File: config.mk
export PLATFORM = sky130hd
export DESIGN_NAME = sd_spi_responder
export DESIGN_NICKNAME = d
export VERILOG_FILES = /design/src/rtl/sd_spi_responder.sv
export SDC_FILE = /design/constraint.sdc
export NUM_CORES = 1
export LEC_CHECK = 0
export ABC_AREA = 1
export BUFFER_PORTS_ARGS = -buffer_cell sky130_fd_sc_hd__buf_2
export CORE_MARGIN = 1
export CORE_UTILIZATION = 49
export CTS_CLUSTER_SIZE = 25
export DETAILED_ROUTE_END_ITERATION = 7
export GPL_TIMING_DRIVEN = 0
export PLACE_DENSITY = 0.71
export SLEW_MARGIN = 20
export SYNTH_ARGS = -nofsm -noshare
export SYNTH_HDL_FRONTEND = slang
export SYNTH_SLANG_ARGS = --single-unit
export TNS_END_PERCENT = 20
File: constraint.sdc
create_clock -name clock -period 3 [get_ports clock]
set_input_delay 0.9 -clock clock [delete_from_list [all_inputs] [get_ports clock]]
set_output_delay 0.9 -clock clock [all_outputs]
set_load 0.05 [all_outputs]
File: src/rtl/sd_spi_responder.sv
// rtl/sd_spi_responder.sv - SPI-mode SD response transmitter (N_CR filler, R1/R3/R7 shift-out).
// Optional R1b busy phase is enabled by defining SD_RESP_BUSY_EN.
module sd_spi_responder #(
   parameter int NCR_BYTES = 1
) (
   input  logic        clock,
   input  logic        reset,
   input  logic        io_SPI_CLK,
   input  logic        io_SPI_CS,
   output logic        io_SPI_DO,
   input  logic        io_Start,
   input  logic        io_Long,
   input  logic [7:0]  io_R1,
   input  logic [31:0] io_Payload,
   input  logic        io_BusyHold,
   output logic        io_Busy,
   output logic        io_Done
);

`ifdef SD_RESP_BUSY_EN
   typedef enum logic [1:0] {ST_IDLE, ST_NCR, ST_RESP, ST_BUSY} state_t;
`else
   typedef enum logic [1:0] {ST_IDLE, ST_NCR, ST_RESP} state_t;
   logic unused_busy_hold;
   assign unused_busy_hold = io_BusyHold;
`endif

   state_t      state_q, state_d;
   logic        spi_clk_q;
   logic [39:0] shift_q, shift_d;
   logic [5:0]  bit_cnt_q, bit_cnt_d;
   logic [2:0]  fill_cnt_q, fill_cnt_d;
   logic [3:0]  byte_cnt_q, byte_cnt_d;
   logic        do_q, do_d;
   logic        busy_q, busy_d;
   logic        done_q, done_d;
   logic        fall;

   assign fall      = spi_clk_q & ~io_SPI_CLK;
   assign io_SPI_DO = do_q;
   assign io_Busy   = busy_q;
   assign io_Done   = done_q;

   always_ff @(posedge clock or posedge reset) begin
      if (reset) begin
         state_q    <= ST_IDLE;
         spi_clk_q  <= 1'b0;
         shift_q    <= '1;
         bit_cnt_q  <= '0;
         fill_cnt_q <= '0;
         byte_cnt_q <= '0;
         do_q       <= 1'b1;
         busy_q     <= 1'b0;
         done_q     <= 1'b0;
      end else begin
         state_q    <= state_d;
         spi_clk_q  <= io_SPI_CLK;
         shift_q    <= shift_d;
         bit_cnt_q  <= bit_cnt_d;
         fill_cnt_q <= fill_cnt_d;
         byte_cnt_q <= byte_cnt_d;
         do_q       <= do_d;
         busy_q     <= busy_d;
         done_q     <= done_d;
      end
   end

   always_comb begin
      state_d    = state_q;
      shift_d    = shift_q;
      bit_cnt_d  = bit_cnt_q;
      fill_cnt_d = fill_cnt_q;
      byte_cnt_d = byte_cnt_q;
      do_d       = do_q;
      done_d     = 1'b0;
      case (state_q)
         ST_IDLE: begin
            if (io_Start && !io_SPI_CS) begin
               shift_d    = {io_R1, (io_Long ? io_Payload : 32'hFFFF_FFFF)};
               bit_cnt_d  = io_Long ? 6'd40 : 6'd8;
               byte_cnt_d = 4'(NCR_BYTES);
               fill_cnt_d = 3'd0;
               state_d    = ST_NCR;
            end
         end
         ST_NCR: begin
            // Last filler fall hands over to RESP so R1's MSB goes out on the very next fall.
            if (fall) begin
               do_d       = 1'b1;
               fill_cnt_d = fill_cnt_q + 3'd1;
               if (fill_cnt_q == 3'd7) begin
                  byte_cnt_d = byte_cnt_q - 4'd1;
                  if (byte_cnt_q <= 4'd1)
                     state_d = ST_RESP;
               end
            end
         end
         ST_RESP: begin
            if (fall) begin
               if (bit_cnt_q != 6'd0) begin
                  do_d      = shift_q[39];
                  shift_d   = {shift_q[38:0], 1'b1};
                  bit_cnt_d = bit_cnt_q - 6'd1;
`ifdef SD_RESP_BUSY_EN
               end else if (io_BusyHold) begin
                  do_d    = 1'b0;
                  state_d = ST_BUSY;
`endif
               end else begin
                  do_d    = 1'b1;
                  done_d  = 1'b1;
                  state_d = ST_IDLE;
               end
            end
         end
`ifdef SD_RESP_BUSY_EN
         ST_BUSY: begin
            if (fall) begin
               if (io_BusyHold) begin
                  do_d = 1'b0;
               end else begin
                  do_d    = 1'b1;
                  done_d  = 1'b1;
                  state_d = ST_IDLE;
               end
            end
         end
`endif
         default: state_d = ST_IDLE;
      endcase
      // Host deselect wins over any bit activity in the same cycle.
      if (state_q != ST_IDLE && io_SPI_CS) begin
         state_d = ST_IDLE;
         do_d    = 1'b1;
         done_d  = 1'b0;
      end
      busy_d = (state_d != ST_IDLE);
   end

endmodule
==> out/summary.txt, run 1 <==
================================================================================
Status                                                              finished, final reports clean
Row Count                                                                     27
Worst-case clock skew                                                 0.00969 ns
Post-cts resize count                                                          0
Adder-cell area share of the yosys netlist                                 2.63%
Final ANT Viol Nets                                                            0
Placer's final routability congestion estimate                             0.815
Static Leakage                                                           1.62 nW
End of the critical path                                               io_SPI_DO
Root Buffer                                                         sky130_fd_sc_hd__clkbuf_8
Fraction of layout cells with a size suffix above 1                        31.2%
Later-pin clock latency in the skew report                               0.33 ns
TritonCTS Buffers                                                              9
Post-Syn Nets                                                                383
Post-Synthesis Cell Area                                             0.00285 mm2
Hold/Removal Path Class                                               reg -> reg
CP arrival                                                               1.12 ns
Average routed wire per standard cell                                    13.1 um
Mean instance size in the synthesized netlist                           8.64 um2
Yosys warning count                                                            0
Largest net degree at the start of global routing                             60
Leading post-synthesis cells by instance count                      sky130_fd_sc_hd__nand2_1, sky130_fd_sc_hd__dfstp_2, sky130_fd_sc_hd__o21ai_1, sky130_fd_sc_hd__o22ai_1, sky130_fd_sc_hd__inv_1
Number of filler instances in the final layout                               529
Buffers and inverters on the worst path                                        1
Beginning of the worst register-to-register path                    bit_cnt_q[0]$_DFFE_PP0P_
Combinational family with the most area after synthesis             simple AND/OR/NAND/NOR gates
Sum of overflow across all layers after global routing                         0
Minimum setup slack among reg-to-reg paths                               1.43 ns
Setup crit end kind                                                   output pin
Relative slew slack                                                        53.1%
Power, Total                                                             2.08 mW
Port Buffers                                                                  48
Seq/Total Area, Yosys                                                      53.6%
Number of global-route vias before repair                                   2334
Number of enable-type register cells in the synthesized netlist                0
Area fraction in compound gates after synthesis                            16.9%
Std-Cell Core Area                                                   0.00557 mm2
CP Class                                                              reg -> out
Multiplexer share of the synthesized area                                     0%
Detail-routed via count per cell                                            5.31
Violation count after the first detailed-route iteration                     142
Io pins                                                                       50
Max clock buf depth                                                            2
Post-detailed-route DRC marker count                                           0
Setup Slack @ Placement                                                 0.976 ns
Inserted Diodes                                                                0
GR Util met3                                                               3.95%
Die ar.                                                              0.00613 mm2
Hold Buf Count CTS                                                             0
Overall routed net length                                                6.10 mm
Clock period minus worst slack                                           2.02 ns
Post-CTS setup buffer count                                                    0
Kind of cell with the highest combined delay on the critical path     flip-flops
Transition at the pin with the smallest max-transition slack            0.704 ns
Critical path's largest stage delay                                      0.53 ns
Met2 track demand over resource                                            36.1%
Worst Reg2Reg Path Length in Cells                                             7
Area share of the largest cell type after synthesis                        37.8%
Fmax                                                                     495 MHz
Max capacitance violation total                                                0
Endpoint of the lowest-slack register-to-register path              shift_q[16]$_DFFE_PP1P_
Xor/xnor cell area share of the yosys netlist                             0.921%
Required time worst endpoint                                             2.10 ns
Die boundary width                                                       78.3 um
CP cell instances                                                          buf_2
Final period util                                                          67.4%
Synth cell types                                                              26
PnR worst setup slack                                                   0.978 ns
Initial antenna violation count                                                0
Count of final hold-check violations                                           0
Async set or reset register ratio after synthesis                           100%
Wire length of the first global-routing pass                             10.4 mm
Area share of and/or/nand/nor cells after synthesis                        19.9%
Clk sinks                                                                     59
Clock-pin transition on the worst setup and hold timing paths            0.07 ns
Worst vdd ir                                                          0.000409 V
Post-layout nets                                                             442
Launching instance or port of the critical path                     io_SPI_DO$_DFFE_PP1P_
Slowest cell on the critical path                                   sky130_fd_sc_hd__dfstp_2
Height of the die                                                        78.3 um
Initial core utilization                                                   51.2%
Total power per unit cell area                                        618 mW/mm2
Detailed Place HPWL                                                      4.23 mm
Synth-to-Final Area Change                                                 18.1%
Pins Over Slew Limit                                                           0
Launching element type of the critical path                                 flop
CTS tree                                                                    done
Highest-utilization routing layer at the global route stage                 met2
Count of H-tree levels built during CTS                                        3
Worst hold slack                                                        0.470 ns
Library cell with the largest summed area after synthesis           sky130_fd_sc_hd__dfstp_2
Overall via count from detail_route                                         2474
Crit-path max FO                                                               2
Main synth FF type                                                  sky130_fd_sc_hd__dfstp_2
Cell with the most instances after synthesis                        sky130_fd_sc_hd__nand2_1
Post-synthesis instance total                                                330
Setup repair after global routing missed its margin                        false
Setup violation total in the final timing report                               0
Length of the first detailed-routing pass in iterations                        5
Overall fraction of global-route tracks in use                             22.3%
Synthesis-stage register bit count                                            59
Number of gates on the worst path with buffers counted                         1
Largest cells by area after synthesis                               sky130_fd_sc_hd__dfstp_2, sky130_fd_sc_hd__dfrtp_1, sky130_fd_sc_hd__nand2_1
Met1 Track Usage GR                                                        28.9%
================================================================================
## final cells by class
class / count / area (um2) / area share [%]
inverters: 24 / 95.1 / 2.82
repair buffers: 48 / 240 / 7.13
plain buffers: 16 / 81.3 / 2.41
multi-input cells: 231 / 1150 / 34.1
clock buffers: 14 / 174 / 5.16
flip-flops and latches: 59 / 1530 / 45.4
well taps: 72 / 90.1 / 2.67
clock inverters: 2 / 10.0 / 0.297
## power breakdown
part / switching [mW] / internal [mW]
combinational: 0.194 / 0.132
clock: 0.295 / 0.371
sequential: 0.0786 / 1.01
total: 0.567 / 1.51
## worst min path at each step
| stage | slack, ns | cells past startpoint | endpoint | from |
|---|---|---|---|---|
| 2_1_floorplan | 0.45 | 2 | shift_q[38]$_DFFE_PP1P_ | shift_q[38]$_DFFE_PP1P_ |
| 3_3_place_gp | 0.46 | 2 | shift_q[38]$_DFFE_PP1P_ | shift_q[38]$_DFFE_PP1P_ |
| 3_5_place_dp | 0.46 | 2 | shift_q[38]$_DFFE_PP1P_ | shift_q[38]$_DFFE_PP1P_ |
| 4_1_cts | 0.47 | 2 | shift_q[38]$_DFFE_PP1P_ | shift_q[38]$_DFFE_PP1P_ |
| 5_1_grt | 0.49 | 2 | shift_q[10]$_DFFE_PP1P_ | shift_q[10]$_DFFE_PP1P_ |
| 6_report | 0.47 | 2 | shift_q[38]$_DFFE_PP1P_ | shift_q[38]$_DFFE_PP1P_ |
## layer usage
metal | vias up | routed length [um]
met4 | 0 | 114
met3 | 12 | 181
li1 | 1232 | -
met5 | - | 0
met2 | 48 | 2840
met1 | 1182 | 2960
## sequential cells by signal (all words and copies together) (netlist names)
signal      cells
spi_clk_q       1
fill_cnt_q      3
io_Done         1
byte_cnt_q      4
state_q         2
io_Busy         1
shift_q        40
bit_cnt_q       6
io_SPI_DO       1
## placed cells by master, fill, tap and decap left out, types with 12 or more instances in the layout
cell type,Yosys,routed
sky130_fd_sc_hd__nand2_1,92,92
sky130_fd_sc_hd__buf_2,11,59
sky130_fd_sc_hd__dfstp_2,41,41
sky130_fd_sc_hd__o21ai_1,39,39
sky130_fd_sc_hd__o22ai_1,31,31
sky130_fd_sc_hd__inv_1,21,20
sky130_fd_sc_hd__dfrtp_1,18,18
sky130_fd_sc_hd__nor2_1,17,17
sky130_fd_sc_hd__o21ai_0,17,17
sky130_fd_sc_hd__nand3_1,12,12
## logic make-up (layout without fill, tap and decap cells)
kind of cell               after synthesis  count (layout)
AOI/OAI and AO/OA                       88              88
xor gates and xnor gates                 3               3
adders and majority gates                6               6
buffers and inverters                   40             104
DFF                                     59              59
and+or+nand+nor                        134             134
## metrics by stage
stage,instances,util [%],TNS (ns),cell area [um2]
2_1_floorplan,330,-,0,2850
3_3_place_gp,450,57.1,-1.40,3180
3_5_place_dp,450,57.1,0,3180
4_1_cts,466,60.4,0,3370
5_1_grt,466,60.4,0,3370
6_report,466,60.4,0,3370
(Power assumes the default switching activity.)
==> run 2, diff against run 1 <==
- ABC_AREA: 1 -> 0
- clock period: 3 -> 1.9 ns (I/O delays scaled with it)
==> run 2 against run 1 <==
Against the previous run:
- worst setup slack worse by 0.96 ns
- clock power rose by 110%
- sequential share of layout area down 4.2 points
- non-clock buffer count grew 12
- largest cell class unchanged
- utilization increased by 2.3 points
==> out/summary.txt, run 2 <==
==================================================================================
Launching instance or port of the critical path                       bit_cnt_q[0]$_DFFE_PP0P_   was io_SPI_DO$_DFFE_PP1P_
Slowest cell on the critical path                                     sky130_fd_sc_hd__dfrtp_1   was sky130_fd_sc_hd__dfstp_2
Status                                                                finished, final reports clean   unchanged
Area share of the largest cell type after synthesis                          35.7%   was 37.8%
Launching element type of the critical path                                   flop   unchanged
Count of final hold-check violations                                             0   unchanged
Worst Reg2Reg Path Length in Cells                                               7   unchanged
Inserted Diodes                                                                  0   unchanged
Beginning of the worst register-to-register path                      bit_cnt_q[0]$_DFFE_PP0P_   unchanged
CP arrival                                                                 2.15 ns   was 1.12 ns
Endpoint of the lowest-slack register-to-register path                bit_cnt_q[4]$_DFFE_PP0P_   was shift_q[16]$_DFFE_PP1P_
Max capacitance violation total                                                  0   unchanged
Worst vdd ir                                                            0.000631 V   was 0.000409 V
Clock-pin transition on the worst setup and hold timing paths              0.07 ns   about the same
Post-Syn Nets                                                                  377   was 383
Setup violation total in the final timing report                                 0   unchanged
Worst-case clock skew                                                   0.00903 ns   was 0.00969 ns
Die boundary width                                                         80.4 um   was 78.3 um
Overall routed net length                                                  6.98 mm   was 6.10 mm
Main synth FF type                                                    sky130_fd_sc_hd__dfstp_2   unchanged
Post-Synthesis Cell Area                                               0.00302 mm2   was 0.00285 mm2
Largest cells by area after synthesis                                 sky130_fd_sc_hd__dfstp_2, sky130_fd_sc_hd__dfrtp_1, sky130_fd_sc_hd__o21ai_0   was sky130_fd_sc_hd__dfstp_2, sky130_fd_sc_hd__dfrtp_1, sky130_fd_sc_hd__nand2_1
Initial antenna violation count                                                  0   unchanged
Overall via count from detail_route                                           2565   was 2474
Number of enable-type register cells in the synthesized netlist                  0   unchanged
Static Leakage                                                             1.62 nW   about the same
Max clock buf depth                                                              2   unchanged
Setup repair after global routing missed its margin                           true   was false
Length of the first detailed-routing pass in iterations                          6   was 5
Post-detailed-route DRC marker count                                             0   unchanged
Synth-to-Final Area Change                                                   23.1%   was 18.1%
CTS tree                                                                      done   unchanged
Library cell with the largest summed area after synthesis             sky130_fd_sc_hd__dfstp_2   unchanged
Worst hold slack                                                          0.342 ns   was 0.470 ns
Area occupied by multi-input gates                                     0.00140 mm2   was 0.00115 mm2
Synth cell types                                                                37   was 26
PnR worst setup slack                                                    0.0168 ns   was 0.978 ns
Buffers and inverters on the worst path                                          2   was 1
Count of H-tree levels built during CTS                                          3   unchanged
TritonCTS Buffers                                                                9   unchanged
Largest net degree at the start of global routing                               34   was 60
Relative slew slack                                                          52.1%   was 53.1%
Die ar.                                                                0.00647 mm2   was 0.00613 mm2
Minimum setup slack among reg-to-reg paths                                 0.02 ns   was 1.43 ns
Clock period minus worst slack                                             1.88 ns
Leading post-synthesis cells by instance count                        sky130_fd_sc_hd__o21ai_0, sky130_fd_sc_hd__dfstp_2, sky130_fd_sc_hd__nand2_1, sky130_fd_sc_hd__nand3b_1, sky130_fd_sc_hd__nor2_1   was sky130_fd_sc_hd__nand2_1, sky130_fd_sc_hd__dfstp_2, sky130_fd_sc_hd__o21ai_1, sky130_fd_sc_hd__o22ai_1, sky130_fd_sc_hd__inv_1
Yosys warning count                                                              0   unchanged
Io pins                                                                         50   unchanged
Setup crit end kind                                                           flop   was output pin
Cell with the most instances after synthesis                          sky130_fd_sc_hd__o21ai_0   was sky130_fd_sc_hd__nand2_1
Final period util                                                            99.1%
Row Count                                                                       28   was 27
Hold/Removal Path Class                                                in -> async   was reg -> reg
Overall fraction of global-route tracks in use                               24.0%   was 22.3%
Root Buffer                                                           sky130_fd_sc_hd__clkbuf_8   unchanged
CP Class                                                                reg -> reg   was reg -> out
Synthesis-stage register bit count                                              59   unchanged
Final ANT Viol Nets                                                              0   unchanged
Placer's final routability congestion estimate                               0.787   was 0.815
End of the critical path                                              bit_cnt_q[4]$_DFFE_PP0P_   was io_SPI_DO
Violation count after the first detailed-route iteration                       135   was 142
Number of gates on the worst path with buffers counted                           7   was 1
Number of global-route vias before repair                                     2471   was 2334
Setup Slack @ Placement                                                  -0.248 ns   was 0.976 ns
CP cell instances                                                     inv_1, ha_2, and4bb_2, o2bb2ai_4, buf_2, or3_4, a21oi_2   was buf_2
Later-pin clock latency in the skew report                                 0.34 ns   was 0.33 ns
Async set or reset register ratio after synthesis                             100%   unchanged
Average routed wire per standard cell                                      14.9 um   was 13.1 um
Std-Cell Core Area                                                     0.00592 mm2   was 0.00557 mm2
Kind of cell with the highest combined delay on the critical path     simple AND/OR/NAND/NOR gates   was flip-flops
Seq/Total Area, Yosys                                                        50.7%   was 53.6%
Biggest registers after layout                                        shift_q: 40 flops, bit_cnt_q: 6 flops, byte_cnt_q: 4 flops   unchanged
Clk sinks                                                                       59   unchanged
Flip-flop count of the largest register, all copies and words added             40   unchanged
Detail-routed via count per cell                                              5.48   was 5.31
Total power per unit cell area                                          986 mW/mm2   was 618 mW/mm2
Mean instance size in the synthesized netlist                             9.31 um2   was 8.64 um2
Post-synthesis instance total                                                  324   was 330
Crit-path max FO                                                                 5   was 2
Number of filler instances in the final layout                                 546   was 529
Wire length of the first global-routing pass                               11.6 mm   was 10.4 mm
Transition at the pin with the smallest max-transition slack              0.718 ns   was 0.704 ns
Initial core utilization                                                     50.9%   was 51.2%
Fraction of layout cells with a size suffix above 1                          35.4%   was 31.2%
Register name with the most flops                                          shift_q   unchanged
Detailed Place HPWL                                                        4.72 mm   was 4.23 mm
Height of the die                                                          80.4 um   was 78.3 um
Storage cell area                                                      0.00153 mm2   unchanged
Required time worst endpoint                                               2.17 ns   was 2.10 ns
Fmax                                                                       531 MHz
Critical path's largest stage delay                                        0.37 ns   was 0.53 ns
Post-layout nets                                                               441   was 442
Most common cell after layout, fill and taps aside                    sky130_fd_sc_hd__o21ai_0   was sky130_fd_sc_hd__nand2_1
Commonest cells after routing, fill and taps aside                    sky130_fd_sc_hd__o21ai_0, sky130_fd_sc_hd__buf_2, sky130_fd_sc_hd__dfstp_2   was sky130_fd_sc_hd__nand2_1, sky130_fd_sc_hd__buf_2, sky130_fd_sc_hd__dfstp_2
Pins Over Slew Limit                                                             0   unchanged
Port Buffers                                                                    48   unchanged
Sum of overflow across all layers after global routing                           0   unchanged
Post-Route Utilization                                                       62.7%   was 60.4%
==================================================================================
[run 2: cell types whose count changed in the layout (fill, tap and decap cells not counted), moves of 8 or more]
cell                       previous run  this run
sky130_fd_sc_hd__nor2_1              17        27
sky130_fd_sc_hd__o21ai_1             39         0
sky130_fd_sc_hd__nand3_1             12         4
sky130_fd_sc_hd__nand2_1             92        38
sky130_fd_sc_hd__inv_1               20         5
sky130_fd_sc_hd__o22ai_1             31         1
sky130_fd_sc_hd__nor3_1               3        19
sky130_fd_sc_hd__nand3b_1             0        32
sky130_fd_sc_hd__o21ai_0             17        69
[run 2: power by group]
part / total (mW) / internal [mW] / switching [mW]
combinational: 0.517 / 0.232 / 0.285
clock: 1.41 / 0.903 / 0.506
sequential: 1.74 / 1.60 / 0.137
total: 3.66 / 2.73 / 0.928
[run 2: what timing repair did]
action,4_1_cts,5_1_grt
pin swaps,1,1
gates resized for setup,1,26
setup buffers,0,3
endpoints found under the setup margin,37,48
hold buffers,0,0
cloned,0,1
[run 2: layout make-up]
cell class                      count  share of cell area [%]
Sequential cell                    59                    41.2
Multi-Input combinational cell    236                    37.8
Timing Repair Buffer               53                    7.75
Clock buffer                       11                    3.81
Buffer                             23                    3.54
Clock inverter                      5                    2.70
Tap cell                           75                    2.53
Inverter                            6                   0.708
[run 2: how the worst min path moves through the flow]
stage,startpoint,endpoint,slack (ns)
2_1_floorplan,shift_q[0]$_DFFE_PP1P_,shift_q[0]$_DFFE_PP1P_,0.43
3_3_place_gp,shift_q[0]$_DFFE_PP1P_,shift_q[0]$_DFFE_PP1P_,0.45
3_5_place_dp,io_SPI_DO$_DFFE_PP1P_,io_SPI_DO$_DFFE_PP1P_,0.46
4_1_cts,reset,spi_clk_q$_DFF_PP0_,0.36
5_1_grt,io_SPI_CLK,spi_clk_q$_DFF_PP0_,0.37
6_report,reset,fill_cnt_q[1]$_DFFE_PP0P_,0.34
[run 2: layer usage]
metal / GRT usage [%] / share of wire [%] / vias to the layer above
met5: 0 / 0 / -
met4: 6.79 / 1.3 / 0
met3: 5.91 / 4.2 / 8
met2: 39.2 / 48 / 55
met1: 31.5 / 46 / 1240
li1: - / - / 1262
[run 2: worst register-to-register path, delay by kind of cell (launching register included)]
family	cells	cell delay (ns)
AOI/OAI and AO/OA	2	0.31
adders and majority gates	1	0.21
buffers and inverters	2	0.26
DFF	1	0.37
and+or+nand+nor	2	0.65
[run 2: metrics by stage]
| stage | power (mW) | cells | instance area (um2) | TNS, ns |
|---|---|---|---|---|
| 3_5_place_dp | 2.22 | 448 | 3370 | -4.69 |
| 5_1_grt | 3.85 | 468 | 3710 | -0.427 |
| 6_report | 3.66 | 468 | 3710 | 0 |
| 2_1_floorplan | 2.05 | 324 | 3020 | 0 |
| 3_3_place_gp | 2.19 | 447 | 3350 | -4.30 |
| 4_1_cts | 3.65 | 464 | 3620 | 0 |
[run 2: logic make-up after synthesis]
family / synth area share, %
buf+inv: 4.44
fa+ha+maj: 2.49
mux: 0.747
simple gates: 25.0
xor+xnor: 0.581
flops: 50.7
compound gates: 16.1
==> run 3, diff against run 2 <==
- CAP_MARGIN: not set -> 30
- clock period: 1.9 -> 2.3 ns (I/O delays scaled with it)
==> run 3 against run 2 <==
Against the previous run:
- die area unchanged
- flip-flop and latch count unchanged
- total power decreased by 28%
- global-route usage decreased by 1.5 points
- via count decreased by 2.1%
- non-clock buffer count decreased by 5
- utilization decreased by 3.2 points
- critical path type is now in -> reg
==> out/summary.txt, run 3 (synthesis gave the netlist of run 2 again) <==
==================================================================================
Detailed Place HPWL                                                        4.43 mm   was 4.72 mm
Overall routed net length                                                  6.50 mm   was 6.98 mm
Required time worst endpoint                                               2.54 ns   was 2.17 ns
Relative contribution of the clock network to total power                    31.7%   was 38.5%
Initial antenna violation count                                                  0   unchanged
Detail-routed via count per cell                                              5.42   was 5.48
Height of the die                                                          80.4 um   unchanged
CP Class                                                                 in -> reg   was reg -> reg
Average routed wire per standard cell                                      14.0 um   was 14.9 um
Io pins                                                                         50   unchanged
Overall fraction of global-route tracks in use                               22.5%   was 24.0%
Violation count after the first detailed-route iteration                        78   was 135
Register name with the most flops                                          shift_q   unchanged
Setup violation total in the final timing report                                 0   unchanged
Flip-flop count of the largest register, all copies and words added             40   unchanged
Worst vdd ir                                                            0.000517 V   was 0.000631 V
Storage cell area                                                      0.00153 mm2   unchanged
Count of H-tree levels built during CTS                                          3   unchanged
Total instance count after detailed placement                                  447   was 448
Pins Over Slew Limit                                                             0   unchanged
Area occupied by multi-input gates                                     0.00135 mm2   was 0.00140 mm2
Row Count                                                                       28   unchanged
Max clock buf depth                                                              2   unchanged
Post-layout nets                                                               436   was 441
Synth-to-Final Area Change                                                   16.9%   was 23.1%
Std-Cell Core Area                                                     0.00592 mm2   unchanged
Share of power burned in combinational logic                                 14.7%   was 14.1%
Total power per unit cell area                                          752 mW/mm2   was 986 mW/mm2
Crit-path max FO                                                                10   was 5
Relative slew slack                                                          52.1%   about the same
Transition at the pin with the smallest max-transition slack              0.714 ns   was 0.718 ns
Cell internal pwr                                                          1.94 mW   was 2.73 mW
Status                                                                finished, final reports clean   unchanged
Largest net degree at the start of global routing                               60   was 34
Wire length of the first global-routing pass                               11.0 mm   was 11.6 mm
Sum of overflow across all layers after global routing                           0   unchanged
TritonCTS Buffers                                                                9   unchanged
Post-detailed-route DRC marker count                                             0   unchanged
Initial core utilization                                                     50.9%   unchanged
Clock period minus worst slack                                             1.96 ns
Switching Power                                                           0.712 mW   was 0.928 mW
Later-pin clock latency in the skew report                                 0.33 ns   was 0.34 ns
Fmax                                                                       511 MHz
Commonest cells after routing, fill and taps aside                    sky130_fd_sc_hd__o21ai_0, sky130_fd_sc_hd__buf_2, sky130_fd_sc_hd__dfstp_2   unchanged
Overall via count from detail_route                                           2511   was 2565
Number of global-route vias before repair                                     2359   was 2471
Number of filler instances in the final layout                                 530   was 546
Launching element type of the critical path                             input port   was flop
Final ANT Viol Nets                                                              0   unchanged
Port Buffers                                                                    48   unchanged
Final period util                                                            85.1%
Switch share                                                                 26.9%   was 25.4%
Setup Slack @ Placement                                                -0.00721 ns   was -0.248 ns
Setup crit end kind                                                           flop   unchanged
CTS tree                                                                      done   unchanged
Number of non-filler instances in the completed layout                         463   was 468
Clock-pin transition on the worst setup and hold timing paths              0.06 ns   was 0.07 ns
Length of the first detailed-routing pass in iterations                          4   was 6
Setup repair after global routing missed its margin                          false   was true
Worst-case clock skew                                                   0.00961 ns   was 0.00903 ns
Part of the power in registers                                               53.6%   was 47.4%
Count of final hold-check violations                                             0   unchanged
Root Buffer                                                           sky130_fd_sc_hd__clkbuf_8   unchanged
Fraction of layout cells with a size suffix above 1                          31.4%   was 35.4%
Hold/Removal Path Class                                                 reg -> reg   was in -> async
Max capacitance violation total                                                  0   unchanged
Die ar.                                                                0.00647 mm2   unchanged
Post-cts resize count                                                            0   was 1
Post-CTS setup buffer count                                                      0   unchanged
Biggest registers after layout                                        shift_q: 40 flops, bit_cnt_q: 6 flops, byte_cnt_q: 4 flops   unchanged
Inserted Diodes                                                                  0   unchanged
Placer's final routability congestion estimate                               0.790   was 0.787
CP arrival                                                                 2.20 ns   was 2.15 ns
Static Leakage                                                             1.54 nW   was 1.62 nW
Hold Buf Count CTS                                                               0   unchanged
Most common cell after layout, fill and taps aside                    sky130_fd_sc_hd__o21ai_0   unchanged
PnR worst setup slack                                                     0.343 ns   was 0.0168 ns
Clk sinks                                                                       59   unchanged
Die boundary width                                                         80.4 um   unchanged
==================================================================================
==> run 3: cell count changes in the layout (fill, tap and decap cells not counted), sizes merged <==
cell	delta
bufinv	-3
clkinvlp	-1
buf	-2
inv	+1
==> run 3: cell type report <==
cell class,instances,area share (%)
Sequential cell,59,43.3
Multi-Input combinational cell,236,38.4
Timing Repair Buffer,48,6.82
Clock buffer,14,4.61
Buffer,23,3.16
Tap cell,75,2.66
Inverter,6,0.710
Clock inverter,2,0.284
==> run 3: power groups by stage <==
| stage | clock [mW] | sequential (mW) | combinational (mW) |
|---|---|---|---|
| 6_report | 0.842 | 1.42 | 0.389 |
| 5_1_grt | 0.904 | 1.45 | 0.452 |
| 4_1_cts | 0.865 | 1.42 | 0.394 |
| 3_5_place_dp | 0 | 1.43 | 0.394 |
| 3_3_place_gp | 0 | 1.43 | 0.376 |
| 2_1_floorplan | 0 | 1.41 | 0.283 |
==> run 3: critical path, cell delays in order <==
cell and delay [ns]:
sky130_fd_sc_hd__buf_2 0.16, sky130_fd_sc_hd__nor4b_4 0.45, sky130_fd_sc_hd__a2bb2oi_2 0.37, sky130_fd_sc_hd__buf_2 0.28, sky130_fd_sc_hd__nor2_1 0.06, sky130_fd_sc_hd__nor3_1 0.20
==> run 3: layer usage <==
layer | part of all wire, % | vias to the layer above | global-route usage (%)
met3 | 4.0 | 4 | 6.14
met4 | 0.32 | 0 | 5.71
met5 | 0 | - | 0
met2 | 48 | 55 | 36.8
met1 | 48 | 1201 | 29.3
li1 | - | 1251 | -
==> run 3: worst paths after layout <==
check                                       startpoint                        end  slack [ns]  depth (start not counted)
worst max-delay path                         io_SPI_CS    shift_q[34]$_DFFE_PP1P_        0.34                          6
worst min-delay path            shift_q[0]$_DFFE_PP1P_     shift_q[0]$_DFFE_PP1P_        0.46                          2
worst max register to register    state_q[1]$_DFF_PP0_    shift_q[34]$_DFFE_PP1P_        0.37                          5
worst min register to register  shift_q[0]$_DFFE_PP1P_     shift_q[0]$_DFFE_PP1P_        0.46                          2
max in group asynchronous                        reset   bit_cnt_q[5]$_DFFE_PP0P_        1.35                          2
min in group asynchronous                        reset  byte_cnt_q[1]$_DFFE_PP0P_        0.47                          2
==> run 3: metrics by stage <==
stage	hold WS (ns)	utilization [%]	area, um2	power, mW	TNS, ns
finish	0.459	59.5	3520	2.65	0
global route	0.473	59.5	3520	2.80	0
CTS	0.462	59.5	3520	2.68	0
detailed placement	0.453	56.6	3350	1.83	-0.00721
floorplan	0.433	-	3020	1.69	0
global placement	0.447	56.6	3350	1.80	-10.70
